===== src/rtl/barker_pkg.sv =====
// rtl/barker_pkg.sv - shared types, LFSR taps and symbol mapping for the Barker burst generator
package barker_pkg;

    typedef enum logic [1:0] {
        S_IDLE = 2'd0,
        S_GEN  = 2'd1,
        S_GAP  = 2'd2
    } gen_state_t;

    // Galois right-shift feedback mask for x^16 + x^14 + x^13 + x^11 + 1
    localparam logic [15:0] LFSR_TAPS = 16'hB400;

    // Raw bit when data_w==1, otherwise two's-complement +ampl / -ampl
    function automatic logic [31:0] chip_to_symbol(input logic chip, input int data_w, input int ampl);
        if (data_w == 1) begin
            return {31'b0, chip};
        end
        return chip ? 32'(ampl) : 32'(-ampl);
    endfunction

endpackage


===== src/rtl/barker_burst_gen_if.sv =====
// rtl/barker_burst_gen_if.sv - stream bundle carrying chips/symbols out of the generator
interface barker_burst_gen_if #(
    parameter int DATA_W = 1
) ();
    logic [DATA_W-1:0] tdata;
    logic              tvalid;
    logic              tready;
    logic              tlast;
    logic              tuser;

    modport master (output tdata, output tvalid, output tlast, output tuser, input tready);
    modport slave  (input tdata, input tvalid, input tlast, input tuser, output tready);
endinterface


===== src/rtl/barker_lfsr16.sv =====
// rtl/barker_lfsr16.sv - 16-bit Galois LFSR with step enable, also used by the correlator noise source
module barker_lfsr16
    import barker_pkg::*;
#(
    parameter logic [15:0] SEED = 16'hACE1
) (
    input  logic        clk,
    input  logic        rst_n,
    input  logic        step,
    output logic [15:0] state
);

    logic [15:0] state_q;
    logic [15:0] state_d;

    // Next state: shift right, fold the feedback mask in when the outgoing bit is 1
    always_comb begin
        state_d = state_q;
        if (step) begin
            state_d = state_q[0] ? ((state_q >> 1) ^ LFSR_TAPS) : (state_q >> 1);
        end
    end

    // State register, reloads the seed on reset
    always_ff @(posedge clk or negedge rst_n) begin
        if (!rst_n) begin
            state_q <= SEED;
        end else begin
            state_q <= state_d;
        end
    end

    assign state = state_q;

endmodule


===== src/rtl/barker_burst_gen.sv =====
// rtl/barker_burst_gen.sv - framed Barker code stream source with gaps, frame count and error injection
module barker_burst_gen
    import barker_pkg::*;
#(
    parameter int          SEQ_LEN   = 11,
    parameter logic [31:0] SEQ       = 32'h0000_0712,
    parameter int          DATA_W    = 1,
    parameter int          AMPL      = 1,
    parameter int          PAUSE_W   = 6,
    parameter logic [15:0] LFSR_SEED = 16'hACE1
) (
    input  logic               i_clk,
    input  logic               i_rst_n,
    input  logic               i_start,
    input  logic               i_stop,
    input  logic [15:0]        i_n_frames,
    input  logic               i_rand_gap,
    input  logic [PAUSE_W-1:0] i_gap_len,
    input  logic               i_flip_en,
    input  logic [4:0]         i_flip_idx,
    barker_burst_gen_if.master m_axis,
    output logic               o_busy,
    output logic [15:0]        o_frame_cnt
);

    localparam logic [4:0]         LAST_IDX = 5'(SEQ_LEN - 1);
    localparam logic [31:0]        SEQ_V    = SEQ;
    localparam logic [PAUSE_W-1:0] GAP_ONE  = PAUSE_W'(1);

    gen_state_t         state_q, state_d;
    logic [4:0]         chip_idx_q, chip_idx_d;
    logic               flip_en_q, flip_en_d;
    logic [4:0]         flip_idx_q, flip_idx_d;
    logic [15:0]        frame_cnt_q, frame_cnt_d;
    logic               stop_pending_q, stop_pending_d;
    logic [PAUSE_W-1:0] gap_cnt_q, gap_cnt_d;
    logic               tvalid_q, tvalid_d;
    logic               tlast_q, tlast_d;
    logic               tuser_q, tuser_d;
    logic [DATA_W-1:0]  tdata_q, tdata_d;
    logic               busy_q, busy_d;

    logic               lfsr_step;
    logic [15:0]        lfsr_state;
    logic               stop_req;
    logic               hs;
    logic [PAUSE_W-1:0] gap_sel;
    logic [4:0]         bit_sel;
    logic               chip_bit;

    barker_lfsr16 #(.SEED(LFSR_SEED)) u_lfsr (
        .clk   (i_clk),
        .rst_n (i_rst_n),
        .step  (lfsr_step),
        .state (lfsr_state)
    );

    // Next-state logic; outputs are derived from the next chip index so they can be registered
    always_comb begin
        state_d        = state_q;
        chip_idx_d     = chip_idx_q;
        flip_en_d      = flip_en_q;
        flip_idx_d     = flip_idx_q;
        frame_cnt_d    = frame_cnt_q;
        gap_cnt_d      = gap_cnt_q;
        lfsr_step      = 1'b0;
        stop_req       = stop_pending_q | i_stop;
        stop_pending_d = stop_req;
        hs             = tvalid_q & m_axis.tready;
        gap_sel        = i_rand_gap ? (PAUSE_W'(lfsr_state) & i_gap_len) : i_gap_len;

        case (state_q)
            S_IDLE: begin
                stop_pending_d = 1'b0;
                if (i_start) begin
                    state_d     = S_GEN;
                    chip_idx_d  = 5'd0;
                    frame_cnt_d = 16'd0;
                    flip_en_d   = i_flip_en;
                    flip_idx_d  = i_flip_idx;
                end
            end
            S_GEN: begin
                if (hs) begin
                    if (chip_idx_q == LAST_IDX) begin
                        frame_cnt_d = frame_cnt_q + 16'd1;
                        lfsr_step   = 1'b1;
                        if (((i_n_frames != 16'd0) && (frame_cnt_q + 16'd1 == i_n_frames)) || stop_req) begin
                            state_d = S_IDLE;
                        end else if (gap_sel == '0) begin
                            chip_idx_d = 5'd0;
                            flip_en_d  = i_flip_en;
                            flip_idx_d = i_flip_idx;
                        end else begin
                            state_d   = S_GAP;
                            gap_cnt_d = gap_sel - GAP_ONE;
                        end
                    end else begin
                        chip_idx_d = chip_idx_q + 5'd1;
                    end
                end
            end
            S_GAP: begin
                if (stop_req) begin
                    state_d = S_IDLE;
                end else if (gap_cnt_q == '0) begin
                    state_d    = S_GEN;
                    chip_idx_d = 5'd0;
                    flip_en_d  = i_flip_en;
                    flip_idx_d = i_flip_idx;
                end else begin
                    gap_cnt_d = gap_cnt_q - GAP_ONE;
                end
            end
            default: begin
                state_d = S_IDLE;
            end
        endcase

        // An out-of-range flip index simply never matches a chip position
        bit_sel  = LAST_IDX - chip_idx_d;
        chip_bit = SEQ_V[bit_sel] ^ (flip_en_d && (chip_idx_d == flip_idx_d));
        tvalid_d = (state_d == S_GEN);
        tlast_d  = tvalid_d && (chip_idx_d == LAST_IDX);
        tuser_d  = tvalid_d && flip_en_d;
        tdata_d  = '0;
        if (tvalid_d) begin
            tdata_d = DATA_W'(chip_to_symbol(chip_bit, DATA_W, AMPL));
        end
        busy_d = (state_d != S_IDLE);
    end

    // FSM and registered stream outputs
    always_ff @(posedge i_clk or negedge i_rst_n) begin
        if (!i_rst_n) begin
            state_q        <= S_IDLE;
            chip_idx_q     <= 5'd0;
            flip_en_q      <= 1'b0;
            flip_idx_q     <= 5'd0;
            frame_cnt_q    <= 16'd0;
            stop_pending_q <= 1'b0;
            gap_cnt_q      <= '0;
            tvalid_q       <= 1'b0;
            tlast_q        <= 1'b0;
            tuser_q        <= 1'b0;
            tdata_q        <= '0;
            busy_q         <= 1'b0;
        end else begin
            state_q        <= state_d;
            chip_idx_q     <= chip_idx_d;
            flip_en_q      <= flip_en_d;
            flip_idx_q     <= flip_idx_d;
            frame_cnt_q    <= frame_cnt_d;
            stop_pending_q <= stop_pending_d;
            gap_cnt_q      <= gap_cnt_d;
            tvalid_q       <= tvalid_d;
            tlast_q        <= tlast_d;
            tuser_q        <= tuser_d;
            tdata_q        <= tdata_d;
            busy_q         <= busy_d;
        end
    end

    assign m_axis.tdata  = tdata_q;
    assign m_axis.tvalid = tvalid_q;
    assign m_axis.tlast  = tlast_q;
    assign m_axis.tuser  = tuser_q;
    assign o_busy        = busy_q;
    assign o_frame_cnt   = frame_cnt_q;

endmodule


===== src/flat_wrapper.sv =====
// flat-port wrapper written by rule: the top's interface ports become plain ports
module barker_burst_gen_flat import barker_pkg::*;
#(
    parameter int          SEQ_LEN   = 11,
    parameter logic [31:0] SEQ       = 32'h0000_0712,
    parameter int          DATA_W    = 1,
    parameter int          AMPL      = 1,
    parameter int          PAUSE_W   = 6,
    parameter logic [15:0] LFSR_SEED = 16'hACE1
)
  (i_clk, i_rst_n, i_start, i_stop, i_n_frames, i_rand_gap, i_gap_len, i_flip_en, i_flip_idx, o_busy, o_frame_cnt, m_axis_tdata, m_axis_tvalid, m_axis_tlast, m_axis_tuser, m_axis_tready);
  barker_burst_gen_if #(.DATA_W(DATA_W)) m_axis_i ();
  input  logic i_clk;
  input  logic i_rst_n;
  input  logic i_start;
  input  logic i_stop;
  input  logic [15:0] i_n_frames;
  input  logic i_rand_gap;
  input  logic [PAUSE_W-1:0] i_gap_len;
  input  logic i_flip_en;
  input  logic [4:0] i_flip_idx;
  output logic o_busy;
  output logic [15:0] o_frame_cnt;
  output wire logic [$bits(m_axis_i.tdata)-1:0] m_axis_tdata;
  output wire logic [$bits(m_axis_i.tvalid)-1:0] m_axis_tvalid;
  output wire logic [$bits(m_axis_i.tlast)-1:0] m_axis_tlast;
  output wire logic [$bits(m_axis_i.tuser)-1:0] m_axis_tuser;
  input wire logic [$bits(m_axis_i.tready)-1:0] m_axis_tready;
  assign m_axis_tdata = m_axis_i.tdata;
  assign m_axis_tvalid = m_axis_i.tvalid;
  assign m_axis_tlast = m_axis_i.tlast;
  assign m_axis_tuser = m_axis_i.tuser;
  assign m_axis_i.tready = m_axis_tready;
  barker_burst_gen #(.SEQ_LEN(SEQ_LEN), .SEQ(SEQ), .DATA_W(DATA_W), .AMPL(AMPL), .PAUSE_W(PAUSE_W), .LFSR_SEED(LFSR_SEED)) u_core (.i_clk(i_clk), .i_rst_n(i_rst_n), .i_start(i_start), .i_stop(i_stop), .i_n_frames(i_n_frames), .i_rand_gap(i_rand_gap), .i_gap_len(i_gap_len), .i_flip_en(i_flip_en), .i_flip_idx(i_flip_idx), .m_axis(m_axis_i), .o_busy(o_busy), .o_frame_cnt(o_frame_cnt));
endmodule

===== config.mk =====
export PLATFORM = sky130hd
export DESIGN_NAME = barker_burst_gen_flat
export DESIGN_NICKNAME = d
export VERILOG_FILES = /design/src/rtl/barker_pkg.sv /design/src/rtl/barker_burst_gen_if.sv /design/src/rtl/barker_lfsr16.sv /design/src/rtl/barker_burst_gen.sv /design/src/flat_wrapper.sv
export SDC_FILE = /design/constraint.sdc
export NUM_CORES = 1
export LEC_CHECK = 0
export CORE_MARGIN = 2
export CORE_UTILIZATION = 40
export DETAILED_ROUTE_END_ITERATION = 7
export HOLD_SLACK_MARGIN = 0.15
export PLACE_DENSITY = 0.59
export SYNTH_ARGS = -nofsm -noshare
export SYNTH_HDL_FRONTEND = slang
export SYNTH_SLANG_ARGS = --single-unit

===== constraint.sdc =====
create_clock -name i_clk -period 5.92 [get_ports i_clk]
set_input_delay 1.184 -clock i_clk [delete_from_list [all_inputs] [get_ports i_clk]]
set_output_delay 1.184 -clock i_clk [all_outputs]
set_load 0.02 [all_outputs]

After elaboration in Yosys (flattened, before gate mapping)
Memory sizes are Yosys's and may differ from the RTL's.
Cells that the tools add are included.
W data, S select, Z words.

operators by class
  add/subtract/negate cells = 5
  magnitude comparators = 1
  eq/ne operators = 14
  multiplexer cells = 53
  bitwise logic cells = 5
  reductions and logical operators = 14

operators by type and width
  cell                     number
  $mux W5                  14
  $mux W16                 4
  $mux W6                  7
  $pmux W16 S2             1
  $pmux W5 S3              2
  $add A16 B1 Y16 const B  1
  $eq A16 B16 Y1           1
  $reduce_bool A16 Y1      1
  $mux W1                  15
  $mux W2                  7
  $logic_not A6 Y1         2
  $pmux W6 S2              1
  $sub A6 B1 Y6 const B    2
  $eq A5 B4 Y1 const B     2
  $ne A2 B2 Y1 const B     5
  $reduce_and A7 Y1        1
  $and A6 B6 Y6            1
  $lt A5 B6 Y1 const B     1
  $pmux W2 S3              1
  $reduce_bool A2 Y1       3
  $add A5 B1 Y5 const B    1
  $eq A5 B5 Y1             1
  $sub A4 B5 Y5 const A    1
  $eq A2 B1 Y1 const B     2
  11 further kinds         15

word-level totals
  register bits = 57
  ROM bits = 32
  input port bits = 34
  output and inout port bits = 21
  logic and storage cells = 106
  memories kept = 1

memories
  name              depth  bits a word  rd ports  clocked after memory_dff  write ports  line                     RTL
  (name not given)  32     1            1         0                         0            barker_burst_gen.sv:122  chip_bit = SEQ_V[bit_sel] ^ (flip_en_d && (chip_idx_d == flip_idx_d));

Logic depth before layout (Yosys ltp)
  depth in word-level cells = 14
  depth in mapped cells = 19
  depth with buffers taken out = 17

Cells and area by module
A second synthesis with hierarchy kept.

second synthesis, totals
  cell total of the unflattened synthesis = 411
  area total of the unflattened synthesis = 3,739.8 um^2

modules (own cells, without submodules)
  module            times used  cells an instance  area each (um^2)  seq. area each (um^2)
  barker_burst_gen  1           371                3,084.2           1,026.0
  barker_lfsr16     1           40                 655.6             410.4

Worst setup path after synthesis
Ideal clock, no wire load.

  path type = input-to-reg
  start = input i_n_frames[1]
  end = register u_core.tdata_q (netlist: u_core.m_axis.tdata)
  data arrival time = 4,605 ps
  required time = 5,841 ps
  setup slack = 1,236 ps
  cell stages on the path = 17
  buffers on the path = 2
  cells stage by stage = xor2_1 a311o_1 nor4b_1 o2111ai_1 nor4_4 or2_1 buf_4 a21o_1 buf_2 nand2_1 ha_1 or3b_1 nor3_1 a211o_1 o221a_1 or4_1 mux2i_1

between the ends
  cells in the longest elaborated chain, start to end = 13
  elaborated cells on any way between the ends = 29

RTL lines
  what                                                   line                     RTL
  start: declaration                                     flat_wrapper.sv:17       input logic [15:0] i_n_frames;
  $eq A16 B16 Y1 or $reduce_bool A16 Y1 (tied branches)  barker_burst_gen.sv:88   if (((i_n_frames != 16'd0) && (frame_cnt_q + 16'd1 == i_n_frames)) || stop_req) begin
  $logic_and A1 B1 Y1 *                                  barker_burst_gen.sv:88
  $logic_or A1 B1 Y1 *                                   barker_burst_gen.sv:88
  $mux W5 *                                              barker_burst_gen.sv:88
  $mux W5 *                                              barker_burst_gen.sv:85   if (chip_idx_q == LAST_IDX) begin
  $mux W5 *                                              barker_burst_gen.sv:84   if (hs) begin
  $pmux W5 S3 *                                          barker_burst_gen.sv:72   case (state_q)
  net u_core.chip_idx_d[1]                               barker_burst_gen.sv:31   logic [4:0] chip_idx_q, chip_idx_d;
  $sub A4 B5 Y5                                          barker_burst_gen.sv:121  bit_sel = LAST_IDX - chip_idx_d;
  $mem_v2 Z32 W1                                         --
  $mux W1 (implied by the code)                          barker_burst_gen.sv:122
  $xor A1 B1 Y1 *                                        barker_burst_gen.sv:122
  $mux W1 *                                              barker_pkg.sv:18         return chip ? 32'(ampl) : 32'(-ampl);
  $mux W1 *                                              barker_burst_gen.sv:127  if (tvalid_d) begin
  net u_core.tdata_d                                     barker_burst_gen.sv:40   logic [DATA_W-1:0] tdata_q, tdata_d;
  end signal: assignment                                 barker_burst_gen.sv:159  tdata_q <= tdata_d;
  end: declaration                                       barker_burst_gen.sv:40

The timed path passes the listed nets; every way through them passes the cells marked *. The select of a mux whose other input is x is not followed.
A chain may end at the register's enable or synchronous reset.

Worst setup path in the final report
  start = input i_n_frames[1]
  end = register u_core.tdata_q (netlist: u_core.m_axis.tdata)

between the ends
  cells in the longest elaborated chain, start to end = 13
  elaborated cells on any way between the ends = 29

RTL lines
  what                                                   line                     RTL
  $eq A16 B16 Y1 or $reduce_bool A16 Y1 (tied branches)  barker_burst_gen.sv:88
  $logic_and A1 B1 Y1 *                                  barker_burst_gen.sv:88
  $logic_or A1 B1 Y1 *                                   barker_burst_gen.sv:88
  $mux W5 *                                              barker_burst_gen.sv:88
  $mux W5 *                                              barker_burst_gen.sv:85
  $mux W5 *                                              barker_burst_gen.sv:84
  $pmux W5 S3 *                                          barker_burst_gen.sv:72
  $sub A4 B5 Y5 *                                        barker_burst_gen.sv:121
  net u_core.bit_sel[0]                                  barker_burst_gen.sv:48   logic [4:0] bit_sel;
  $mem_v2 Z32 W1 *                                       --
  $mux W1 (implied by the code) *                        barker_burst_gen.sv:122
  $xor A1 B1 Y1 *                                        barker_burst_gen.sv:122
  $mux W1 *                                              barker_pkg.sv:18
  $mux W1 *                                              barker_burst_gen.sv:127
  net u_core.tdata_d                                     barker_burst_gen.sv:40

Marks and branches as above.

==> Flow_metrics.wiki <==
{| class="wikitable"
! Metric !! Value
|-
| Root Buffer || sky130_fd_sc_hd__clkbuf_8
|-
| CTS tree || done
|-
| Number of enable flip-flop cells after synthesis || 0
|-
| Smallest hold slack || 476 ps
|-
| Standby leakage power || 1.95 nW
|-
| Number of gates given a new drive strength after cts || 0
|-
| Number of different library cells in the post-synthesis netlist || 74
|-
| Via count of the routed design || 3537
|-
| Fraction of power consumed by combinational cells || 33.3%
|-
| Total of flip-flops plus latches after synthesis || 57
|-
| Largest net degree at the start of global routing || 58
|-
| Startpoint types || primary input
|-
| Final routed wire length divided by cell count || 16.3 um
|-
| Standard-cell rows || 36
|-
| Post-DR vias/cell || 5.71
|-
| Pint || 0.883 mW
|-
| Worst flop-to-flop path endpoint || u_core.m_axis.tdata$_DFF_PN0_
|-
| Peak VDD IR || 177 uV
|-
| Run status || finished, final reports clean
|-
| Num CTS Buffers || 9
|-
| Clock network fraction of total power || 29.2%
|-
| Sum of net half-perimeters after detailed placement || 7160 um
|-
| Via count of the first global-routing pass || 3323
|-
| Maximum clock skew at final layout || 8.18 ps
|-
| Total of endpoints with negative setup slack in the final report || 0
|-
| RR Startpoint || u_core.o_frame_cnt[3]$_DFFE_PN0P_
|-
| Final Max Slew Viols || 0
|-
| Total routing resource utilization after global routing || 19.2%
|-
| Share of flip-flops with an asynchronous set or reset || 100%
|-
| Share of total power in sequential cells || 37.5%
|-
| Die height || 104 um
|-
| Post-synthesis sequential area ratio || 36.2%
|-
| Unrepaired setup endpoints after global routing || false
|-
| Type of the worst min-delay path || flip-flop to flip-flop
|-
| Number of H-tree levels || 3
|-
| Starting density of the core || 41.0%
|-
| Detailed Routing Iterations Pass 1 || 5
|-
| Final TNS setup || 0 ps
|-
| Utilization after layout || 49.3%
|-
| Worst skew pair latency || 330 ps
|-
| Critical path type || primary input to flip-flop
|-
| Slew at the pin with the worst max-slew slack || 786 ps
|-
| Die Area || 10700 um^2
|-
| Synthesis-to-finish area growth || 20.3%
|-
| Antenna diode instance count || 0
|-
| Number of nets in the final layout || 524
|-
| Net switching power figure || 0.467 mW
|-
| Setup bufs post-CTS || 0
|-
| Post-detailed-routing wire length || 10100 um
|-
| Ports placed on the boundary || 55
|-
| Most common library cell in the layout ignoring fill and taps || sky130_fd_sc_hd__clkdlybuf4s50_1
|-
| Upper clock frequency limit || 0.195 GHz
|-
| Cell taking the most area after synthesis || sky130_fd_sc_hd__dfrtp_1
|-
| Required time of the worst setup path || 6180 ps
|-
| Critical Path Fanout Max || 8
|-
| Remaining global-route overflow || 0
|-
| Post-route fraction of the period consumed by the critical path || 86.8%
|-
| Fin crit period || 5140 ps
|-
| Filler Cells Inserted || 909
|-
| Highest-count cells in the layout ignoring fill and taps || sky130_fd_sc_hd__clkdlybuf4s50_1 (53), sky130_fd_sc_hd__dfrtp_1 (49), sky130_fd_sc_hd__o21ai_0 (48)
|-
| Relative slew slack || 47.6%
|-
| Endpoint kind of the worst setup timing path || flip-flop
|-
| Fraction of layout cells with a size suffix above 1 || 14.0%
|-
| Mean area per synthesized cell || 9.04 um^2
|-
| Clock sink count || 57
|-
| Global-route wire length before repair || 16700 um
|-
| Critical path startpoint || i_n_frames[1]
|-
| Proportion of total power due to net switching || 34.6%
|-
| Maximum capacitance violations || 0
|-
| Standard cell core area || 9680 um^2
|-
| Internal reg-to-reg setup slack || 1030 ps
|-
| Combined area of all synthesized cells || 3970 um^2
|-
| Endpoint of the worst setup timing path || u_core.m_axis.tdata$_DFF_PN0_
|-
| Share of the synthesized area in the top cell type || 30.9%
|-
| Ranking of synthesized cells by area || sky130_fd_sc_hd__dfrtp_1 (31%), sky130_fd_sc_hd__o21ai_0 (6.1%), sky130_fd_sc_hd__dfstp_2 (5.3%)
|-
| Antenna-violating nets left || 0
|-
| Warning count from the yosys run || 0
|-
| # DRC || 0
|-
| Syn Inst Count || 439
|-
| Count of buffers inserted at the top-level ports || 54
|-
| Die Wd || 104 um
|-
| Detailed router's first-iteration violation count || 201
|-
| Number of buffers inserted for hold repair after clock tree synthesis || 0
|-
| Number of antenna violations at the first check in global routing || 0
|-
| CTS clk-pin slew, worst paths || 70 ps
|-
| Arrival time of data at the critical path endpoint || 5400 ps
|-
| Power density relative to cell area || 283 nW/um^2
|-
| Net Count, Synth || 482
|-
| Buffers from clock root to sink, at most || 2
|-
| Most used flip-flop cell after synthesis || sky130_fd_sc_hd__dfrtp_1
|-
| Number of cells on the worst reg-to-reg path || 16
|-
| Hold Violations, Final || 0
|-
| Final GP Congestion || 0.878
|}
[power groups by stage]
stage | Clock, mW | Combinational [mW] | Sequential, mW
floorplan | 0 | 0.297 | 0.514
global placement | 0 | 0.439 | 0.510
detailed placement | 0 | 0.446 | 0.512
CTS | 0.410 | 0.448 | 0.506
global route | 0.425 | 0.494 | 0.519
finish | 0.394 | 0.449 | 0.507
[layer usage]
metal  global-route usage (%)  wire [um]  up-vias
met5                        0          0        -
met1                     27.2       4900     1713
met2                     28.6       4550      107
met3                     4.34        525        8
met4                     7.05         89        0
li1                         -          -     1709
[how the worst min path moves through the flow]
stage | startpoint | to | slack [ps] | cells past startpoint
2_1_floorplan | u_core.u_lfsr.state[12]$_DFFE_PN0P_ | u_core.u_lfsr.state[12]$_DFFE_PN0P_ | 450 | 2
3_3_place_gp | u_core.u_lfsr.state[12]$_DFFE_PN0P_ | u_core.u_lfsr.state[12]$_DFFE_PN0P_ | 460 | 2
3_5_place_dp | u_core.u_lfsr.state[10]$_DFFE_PN1P_ | u_core.u_lfsr.state[10]$_DFFE_PN1P_ | 470 | 2
4_1_cts | u_core.u_lfsr.state[10]$_DFFE_PN1P_ | u_core.u_lfsr.state[10]$_DFFE_PN1P_ | 480 | 2
5_1_grt | u_core.u_lfsr.state[12]$_DFFE_PN0P_ | u_core.u_lfsr.state[11]$_DFFE_PN1P_ | 530 | 1
6_report | u_core.u_lfsr.state[10]$_DFFE_PN1P_ | u_core.u_lfsr.state[10]$_DFFE_PN1P_ | 480 | 2
[logic make-up (layout without fill, tap and decap cells)]
group	after synthesis	count (layout)	share of synthesized area, %
AOI/OAI and AO/OA	127	127	21.9
DFF	57	57	36.2
buffers and inverters	41	88	4.60
muxes	22	22	6.12
xor gates and xnor gates	27	27	5.96
and+or+nand+nor	156	156	22.3
adders and majority gates	9	9	2.84
[critical path, cell delays in order]
cell	delay, ps
sky130_fd_sc_hd__clkdlybuf4s50_1	440
sky130_fd_sc_hd__xor2_1	150
sky130_fd_sc_hd__a311o_1	320
sky130_fd_sc_hd__nor4b_1	290
sky130_fd_sc_hd__o2111ai_1	220
sky130_fd_sc_hd__nor4_4	350
sky130_fd_sc_hd__or2_1	390
sky130_fd_sc_hd__a41oi_4	200
sky130_fd_sc_hd__inv_2	160
sky130_fd_sc_hd__nand2_1	70
sky130_fd_sc_hd__ha_1	320
sky130_fd_sc_hd__or3b_1	180
sky130_fd_sc_hd__nor3_1	40
sky130_fd_sc_hd__a211o_1	220
sky130_fd_sc_hd__o221a_1	250
sky130_fd_sc_hd__or4_1	470
sky130_fd_sc_hd__mux2i_1	140
[layout make-up]
type	count	area, um^2	area share, %
Multi-Input combinational cell	341	2350	49.2
Sequential cell	57	1440	30.1
Timing Repair Buffer	56	551	11.5
Tap cell	133	166	3.49
Clock buffer	10	128	2.67
Clock inverter	6	82.6	1.73
Inverter	16	60.1	1.26
[cell usage after synthesis, drive strengths merged (7+ instances only)]
cell and count:
buf 12, nor3 9, nor4 12, xor2 11, clkbuf 13, xnor2 16, nand2 41, a21oi 18
dfstp 8, o21ai 48, o31ai 10, nand3 19, dfrtp 49, inv 15, nor2 26, mux2 18
ha 9, and3 7
[flip-flops by register name, summed over array words and instances, names as in the netlist]
| name | count |
|---|---|
| u_core.chip_idx_q | 5 |
| u_core.o_frame_cnt | 16 |
| u_core.flip_en_q | 1 |
| u_core.stop_pending_q | 1 |
| u_core.m_axis.tdata | 1 |
| u_core.o_busy | 1 |
| u_core.m_axis.tuser | 1 |
| u_core.gap_cnt_q | 6 |
| u_core.state_q | 2 |
| u_core.flip_idx_q | 5 |
| u_core.m_axis.tvalid | 1 |
| u_core.u_lfsr.state | 16 |
| u_core.m_axis.tlast | 1 |
[metrics by stage]
step                total power [mW]  instances  setup slack [ps]  area, um^2
detailed placement             0.957        603               465        4560
floorplan                      0.811        439              1240        3970
global route                    1.44        619               547        4770
CTS                             1.36        619               790        4770
finish                          1.35        619               779        4770
global placement               0.949        603               565        4560
Note: power is estimated with default switching activity, not from simulation.
